<file path="config.mk">
export PLATFORM = sky130hd
export DESIGN_NAME = inst_loader
export DESIGN_NICKNAME = d
export VERILOG_FILES = /design/src/rtl/inst_loader.sv
export SDC_FILE = /design/constraint.sdc
export NUM_CORES = 1
export LEC_CHECK = 0
export CORE_ASPECT_RATIO = 0.5
export CORE_MARGIN = 2
export CORE_UTILIZATION = 53
export DETAILED_ROUTE_END_ITERATION = 12
export PLACE_DENSITY = 0.9
export SLEW_MARGIN = 0
export SYNTH_ARGS = -nofsm -noshare
export SYNTH_HDL_FRONTEND = slang
export SYNTH_SLANG_ARGS = --single-unit
</file>
<file path="constraint.sdc">
create_clock -name clk -period 6.62 [get_ports clk]
set_input_delay 1.986 -clock clk [delete_from_list [all_inputs] [get_ports clk]]
set_output_delay 1.986 -clock clk [all_outputs]
set_load 0.02 [all_outputs]
</file>
<file path="src/rtl/inst_loader.sv">
// Instruction loader: streams program words from an upstream source into a 2^A-deep instruction memory.
// Latency: an accepted beat produces one registered memory write on the following cycle.
// Backpressure: word_ready is high only while loading; words offered outside a session are dropped and flagged.
//
// Ports:
//   clk, reset_n        - single clock, asynchronous active-low reset
//   start               - begin (or restart) a load session from IDLE or DONE
//   word_in/_valid/_last - upstream word stream; _last marks the final program word
//   word_ready          - loader accepts a word this cycle (high in LOAD only)
//   mem_addr/_data/_wren - registered write port to the instruction memory
//   count, checksum     - words written and their modulo-2^N sum for the current/last session
//   done, dropped       - session complete; sticky "word offered while not loading"
module inst_loader #(
  parameter int N = 16,
  parameter int A = 5
) (
  input  logic         clk,
  input  logic         reset_n,
  input  logic         start,
  input  logic [N-1:0] word_in,
  input  logic         word_valid,
  input  logic         word_last,
  output logic         word_ready,
  output logic [A-1:0] mem_addr,
  output logic [N-1:0] mem_data,
  output logic         mem_wren,
  output logic [A:0]   count,
  output logic [N-1:0] checksum,
  output logic         done,
  output logic         dropped
);

  typedef enum logic [1:0] {
    S_IDLE = 2'd0,
    S_LOAD = 2'd1,
    S_DONE = 2'd2
  } state_t;

  state_t       state;
  state_t       state_nxt;
  logic [A-1:0] ptr;
  logic         accept;
  logic         at_end;

  assign accept = word_valid && word_ready;
  // Last addressable word: the session ends here whether or not word_last is set.
  assign at_end = (ptr == {A{1'b1}});

  // State register
  always_ff @(posedge clk or negedge reset_n) begin
    if (!reset_n) begin
      state <= S_IDLE;
    end else begin
      state <= state_nxt;
    end
  end

  // Next-state logic
  always_comb begin
    state_nxt = state;
    case (state)
      S_IDLE, S_DONE: begin
        if (start) begin
          state_nxt = S_LOAD;
        end
      end
      S_LOAD: begin
        // start is deliberately ignored while loading.
        if (accept && (word_last || at_end)) begin
          state_nxt = S_DONE;
        end
      end
      default: state_nxt = S_IDLE;
    endcase
  end

  // Output logic, decoded from state only
  always_comb begin
    word_ready = 1'b0;
    done       = 1'b0;
    case (state)
      S_LOAD:  word_ready = 1'b1;
      S_DONE:  done       = 1'b1;
      default: begin
        word_ready = 1'b0;
        done       = 1'b0;
      end
    endcase
  end

  // Datapath: write port, pointer, count, checksum, drop flag
  always_ff @(posedge clk or negedge reset_n) begin
    if (!reset_n) begin
      ptr      <= '0;
      mem_addr <= '0;
      mem_data <= '0;
      mem_wren <= 1'b0;
      count    <= '0;
      checksum <= '0;
      dropped  <= 1'b0;
    end else begin
      mem_wren <= accept;
      if (state != S_LOAD) begin
        // start wins over a simultaneous word: the session opens clean and the word is discarded.
        if (start) begin
          ptr      <= '0;
          count    <= '0;
          checksum <= '0;
          dropped  <= 1'b0;
        end else if (word_valid) begin
          dropped <= 1'b1;
        end
      end else if (accept) begin
        mem_addr <= ptr;
        mem_data <= word_in;
        // Hold at the top address rather than wrapping; the session is ending anyway.
        if (!at_end) begin
          ptr <= ptr + 1'b1;
        end
        count    <= count + 1'b1;
        checksum <= checksum + word_in;
      end
    end
  end

endmodule
</file>
After elaboration in Yosys (flattened, before gate mapping) --
Index checks and enable logic that the tools add are counted. Widths: inputs -> output; s select.
Operators by class: reduce and logical (&&, ||, !) cells 12, $add $sub $neg 3, multiplexer cells 17, equal/unequal tests 8, bitwise logic cells 1
Operators by type and width (count):
- $mux 16 | 3
- $mux 5 | 4
- $mux 6 | 3
- $add 16x16->16 | 1
- $reduce_and 2->1 | 4
- $add 6x1->6 const B | 1
- $ne 2x2->1 const B | 3
- $add 5x1->5 const B | 1
- $eq 5x5->1 const B | 1
- $mux 1 | 4
- $mux 2 | 2
- $ne 2x1->1 const B | 2
- $pmux 2 s2 | 1
- $reduce_bool 2->1 | 2
- $reduce_and 3->1 | 1
- $eq 2x1->1 const B | 1
- $eq 2x2->1 const B | 1
- $logic_and 1x1->1 | 2
- $logic_not 2->1 | 1
- $reduce_or 2->1 | 1
- $logic_or 1x1->1 | 1
- $not 1->1 | 1
Storage, ports and cells: input port bits 21, output and inout port bits 47, logic and storage cells 49, flip-flop bits (word level) 52

Longest topological paths before layout --
depth in word-level cells 6, gate-level depth with buffers 9, mapped depth without buffers 9

Least setup slack after synthesis --
No wires, ideal clock.
kind input to register, start point input word_in[0], end point register checksum[10], library setup time 122 ps, slack 2882 ps, required time 6498 ps, cell stages on the path 9, data arrival time 3617 ps, buffers on the path 0, path through ha_1 -> inv_1 -> fa_1 -> nor2b_1 -> o31a_1 -> a21o_1 -> o21a_1 -> or3_1 -> a32o_1
Between the ends: word-level cells in the longest chain between the ends 3
Ends and longest elaborated chain:
- from (decl) | RTL line 20 | input logic [N-1:0] word_in,
- $add 16x16->16 | RTL line 121 | checksum <= checksum + word_in;
- $mux 16 | RTL line 113 | end else if (accept) begin
- $mux 16 | RTL line 103 | if (state != S_LOAD) begin
- to (signal assigned) | RTL line 121
- to (decl) | RTL line 28 | output logic [N-1:0] checksum,
Every way passes these cells. The select of a mux whose other input is x is not followed. A chain may end at the register's enable or synchronous reset.

Worst setup path in the final report --
start point input word_valid, end point register count[5]
Between the ends: word-level cells in the longest chain between the ends 3
Ends and longest elaborated chain:
- from (decl) | RTL line 21 | input logic word_valid,
- $logic_and 1x1->1 | RTL line 45 | assign accept = word_valid && word_ready;
- $reduce_bool 2->1 (no line)
- $reduce_and 2->1 (no line)
- to (signal assigned) | RTL line 120 | count <= count + 1'b1;
- to (decl) | RTL line 27 | output logic [A:0] count,
Every way passes these cells.

==> metrics.md <==
| Metric | Value |
|---|---|
| Status | completed |
| Routed WL | 6410 um |
| Startpoint Class | input pin |
| N_diodes | 0 |
| Mapped Nets | 348 |
| Final ANT Viol Nets | 0 |
| Critical path arrival | 4.42 ns |
| FF-to-FF setup slack | 3.87 ns |
| First-pass GRT wire length | 10800 um |
| Worst Hold Endpoint | mem_data[15] |
| Via count | 2423 |
| Chip Width | 106 um |
| Yosys reg bits | 52 |
| CTS Sinks | 52 |
| Clock Path Buffers | 2 |
| H-tree depth | 2 |
| Yosys top cell area share | 46.8% |
| Unique masters post-synth | 37 |
| Register area share after synthesis | 46.8% |
| Crit-path max FO | 38 |
| R2R cell count | 9 |
| Hold Path Cell Cnt | 2 |
| Max-cap viol count | 0 |
| Die Area | 0.00588 mm2 |
| Syn Area/Cell | 9.03 um2 |
| Die Ht | 55.2 um |
| Clock Skews | 0.00946 ns |
| Max Clk Rate | 0.236 GHz |
| Max_slew headroom | 32.3% |
| Ys async rst share | 100% |
| FP Rows | 18 |
| Hold_ws | 0.485 ns |
| Reg2Reg Capture Point | count[5] |
| Placed insts | 437 |
| DRC Markers | 0 |
| Fin cells | 445 |
| Initial antenna violation count | 0 |
| Area Overhead vs Synth | 29.6% |
| Power Total | 0.00153 W |
| FF/Latch Area | 0.00130 mm2 |
| Setup CP Type | in2reg |
| Drt pass-1 iters | 4 |
| Worst Hold Class | reg2reg |
| IO buf count | 67 |
| Synth warnings | 0 |
| Fin crit share | 64.1% |
| Final Max Tran Viols | 0 |
| Initial core utilization | 55.6% |
| Peak supply drop | 0.307 mV |
| Vias in the first global route | 2468 |
| Clock slew at reported path FFs | 0.09 ns |
| Vias/cell | 5.44 |
| Cell area after synthesis | 0.00278 mm2 |
| Skew-Pair Late Insertion Delay | 0.31 ns |
| Boundary Pins | 68 |
| CTS Buf Count | 5 |
| Minimum clock period | 4.24 ns |
| Slew @ Worst Pin | 1.01 ns |
| Largest net degree at the start of global routing | 53 |
| Postcts setup bufs | 0 |
| Synth top area cells | dfrtp_1 47%, nand2_1 12%, ha_1 8.1%, o21ai_0 4.1%, xor2_1 3.5% |
| Routability cong. | 0.830 |
| Post-CTS Resized | 0 |
| Lkg Pwr | 1.74 nW |
| Hold_buf cts | 0 |
| Remaining global-route overflow | 0 |
| Setup TNS | 0 ns |
| Share of cells above drive strength 1 | 3.47% |
| Critical Path RT | 6.79 ns |
| Post-Synthesis Cells | 308 |
| Ys flop type | dfrtp_1 |
| CP Capture Type | flop |
| Unrepaired setup endpoints after global routing | false |
| Clock root buffer | clkbuf_8 |
| Hold_sp | mem_data[15] |
| Nets | 414 |
| FF-to-FF Start | state[1] |
| EDFF count, synth | 0 |
| Drt initial violations | 70 |
| CTS tree | built |
| Area of the multi-input gates | 0.00140 mm2 |
| DPL Wire Length | 4650 um |
| Filler instances | 389 |
| All-Layer GR Usage | 22.6% |
| PD cells | 426 mW/mm2 |
| Final setup viols | 0 |
| Total core area | 0.00500 mm2 |
| Synth area leader | dfrtp_1 |
| DR WL/cell | 14.4 um |
| Final Hold Fails | 0 |
sequential cells by signal (all words and copies together), names as in the netlist:
| register | count |
|---|---|
| checksum | 16 |
| count | 6 |
| dropped | 1 |
| mem_addr | 5 |
| mem_data | 16 |
| mem_wren | 1 |
| ptr | 5 |
| state | 2 |
synthesized netlist by cell type, types with 2 or more instances:
cell type	count
a22o_1	4
nand4_1	5
nand2b_1	2
or3_1	3
clkbuf_1	7
o211ai_1	3
o21a_1	5
a21oi_1	16
nand2_1	87
mux2i_1	4
nor2b_1	2
buf_2	4
and3_1	3
o21ai_0	23
nor2_1	18
a32o_1	3
xor2_1	11
nor3_1	2
o21ai_1	3
a211oi_1	2
inv_1	8
xnor2_1	5
ha_1	18
a21o_1	6
dfrtp_1	52
metal layers:
layer / routed length, um / vias to the layer above / track usage, %
met5: 0 / - / 0
met3: 242 / 10 / 4.13
met4: 105 / 0 / 8.35
met1: 2900 / 1170 / 27.7
met2: 3160 / 61 / 40.2
li1: - / 1182 / -
stage by stage:
step	utilization [%]	cell area, um2	setup WS (ns)
after detailed placement	70.2	3510	2.05
final	72.1	3600	2.38
after global placement	70.2	3510	2.18
after floorplan	-	2780	2.88
after global routing	72.1	3600	2.20
after CTS	72.1	3600	2.38
layout make-up:
type | count | area share (%)
Multi-Input combinational cell | 237 | 39.0
Sequential cell | 52 | 36.1
Timing Repair Buffer | 70 | 19.1
Tap cell | 70 | 2.43
Clock buffer | 6 | 2.29
Inverter | 8 | 0.833
Clock inverter | 2 | 0.278
how the worst max path moves through the flow:
stage	slack, ns	to	startpoint	cells after the start
finish	2.38	count[5]	word_valid	8
global route	2.20	checksum[15]	word_valid	9
CTS	2.38	count[5]	word_valid	8
detailed placement	2.05	count[5]	word_valid	8
global placement	2.18	checksum[15]	word_valid	9
floorplan	2.88	checksum[10]	word_in[0]	9
kinds of logic after synthesis:
group / count (synthesis) / share of synthesized area, %
adder cells (fa/ha/maj): 19 / 8.82
multiplexers: 4 / 1.44
flip-flops: 52 / 46.8
buffers and inverters: 19 / 2.74
AO/OA/AOI/OAI: 70 / 15.7
AND/OR/NAND/NOR: 128 / 19.4
XOR/XNOR: 16 / 5.04
placed cells by master (no fill, tap or decap):
master	Yosys	layout
nor2_1	18	18
and4_1	1	1
o21ai_0	23	23
or3_1	3	3
a311oi_1	1	1
or3b_1	1	1
o2bb2ai_1	1	1
xor2_1	11	11
a21o_1	6	6
a22o_1	4	4
fa_1	1	1
o21ai_1	3	3
a211oi_1	2	2
nand2_1	87	87
clkdlybuf4s50_1	0	66
xnor2_1	5	5
and3_1	3	3
a31oi_1	1	1
buf_2	4	1
nand2b_1	2	2
nand3b_1	1	1
and2_1	1	1
o211a_1	1	1
mux2i_1	4	4
or2_2	1	1
buf_4	0	3
nand4_1	5	5
o211ai_1	3	3
nor3_1	2	2
clkbuf_8	0	6
o31a_1	1	1
inv_1	8	8
nor2b_1	2	2
ha_1	18	18
dfrtp_1	52	52
o21a_1	5	5
nand3_1	1	1
a32o_1	3	3
a21oi_1	16	16
clkinv_2	0	2
worst max-delay path: stages:
cell             delay (ns)
clkdlybuf4s50_1        0.50
nand2_1                0.06
buf_4                  0.25
inv_1                  0.78
nand4_1                0.25
or2_2                  0.35
xor2_1                 0.16
nor2_1                 0.05
where the power goes:
| group | switching (W) | total (W) | internal (W) |
|---|---|---|---|
| Sequential | 0.0000810 | 0.000509 | 0.000428 |
| Clock | 0.000103 | 0.000187 | 0.0000837 |
| Combinational | 0.000464 | 0.000838 | 0.000373 |
No activity file was read; power rests on OpenSTA's default activity.
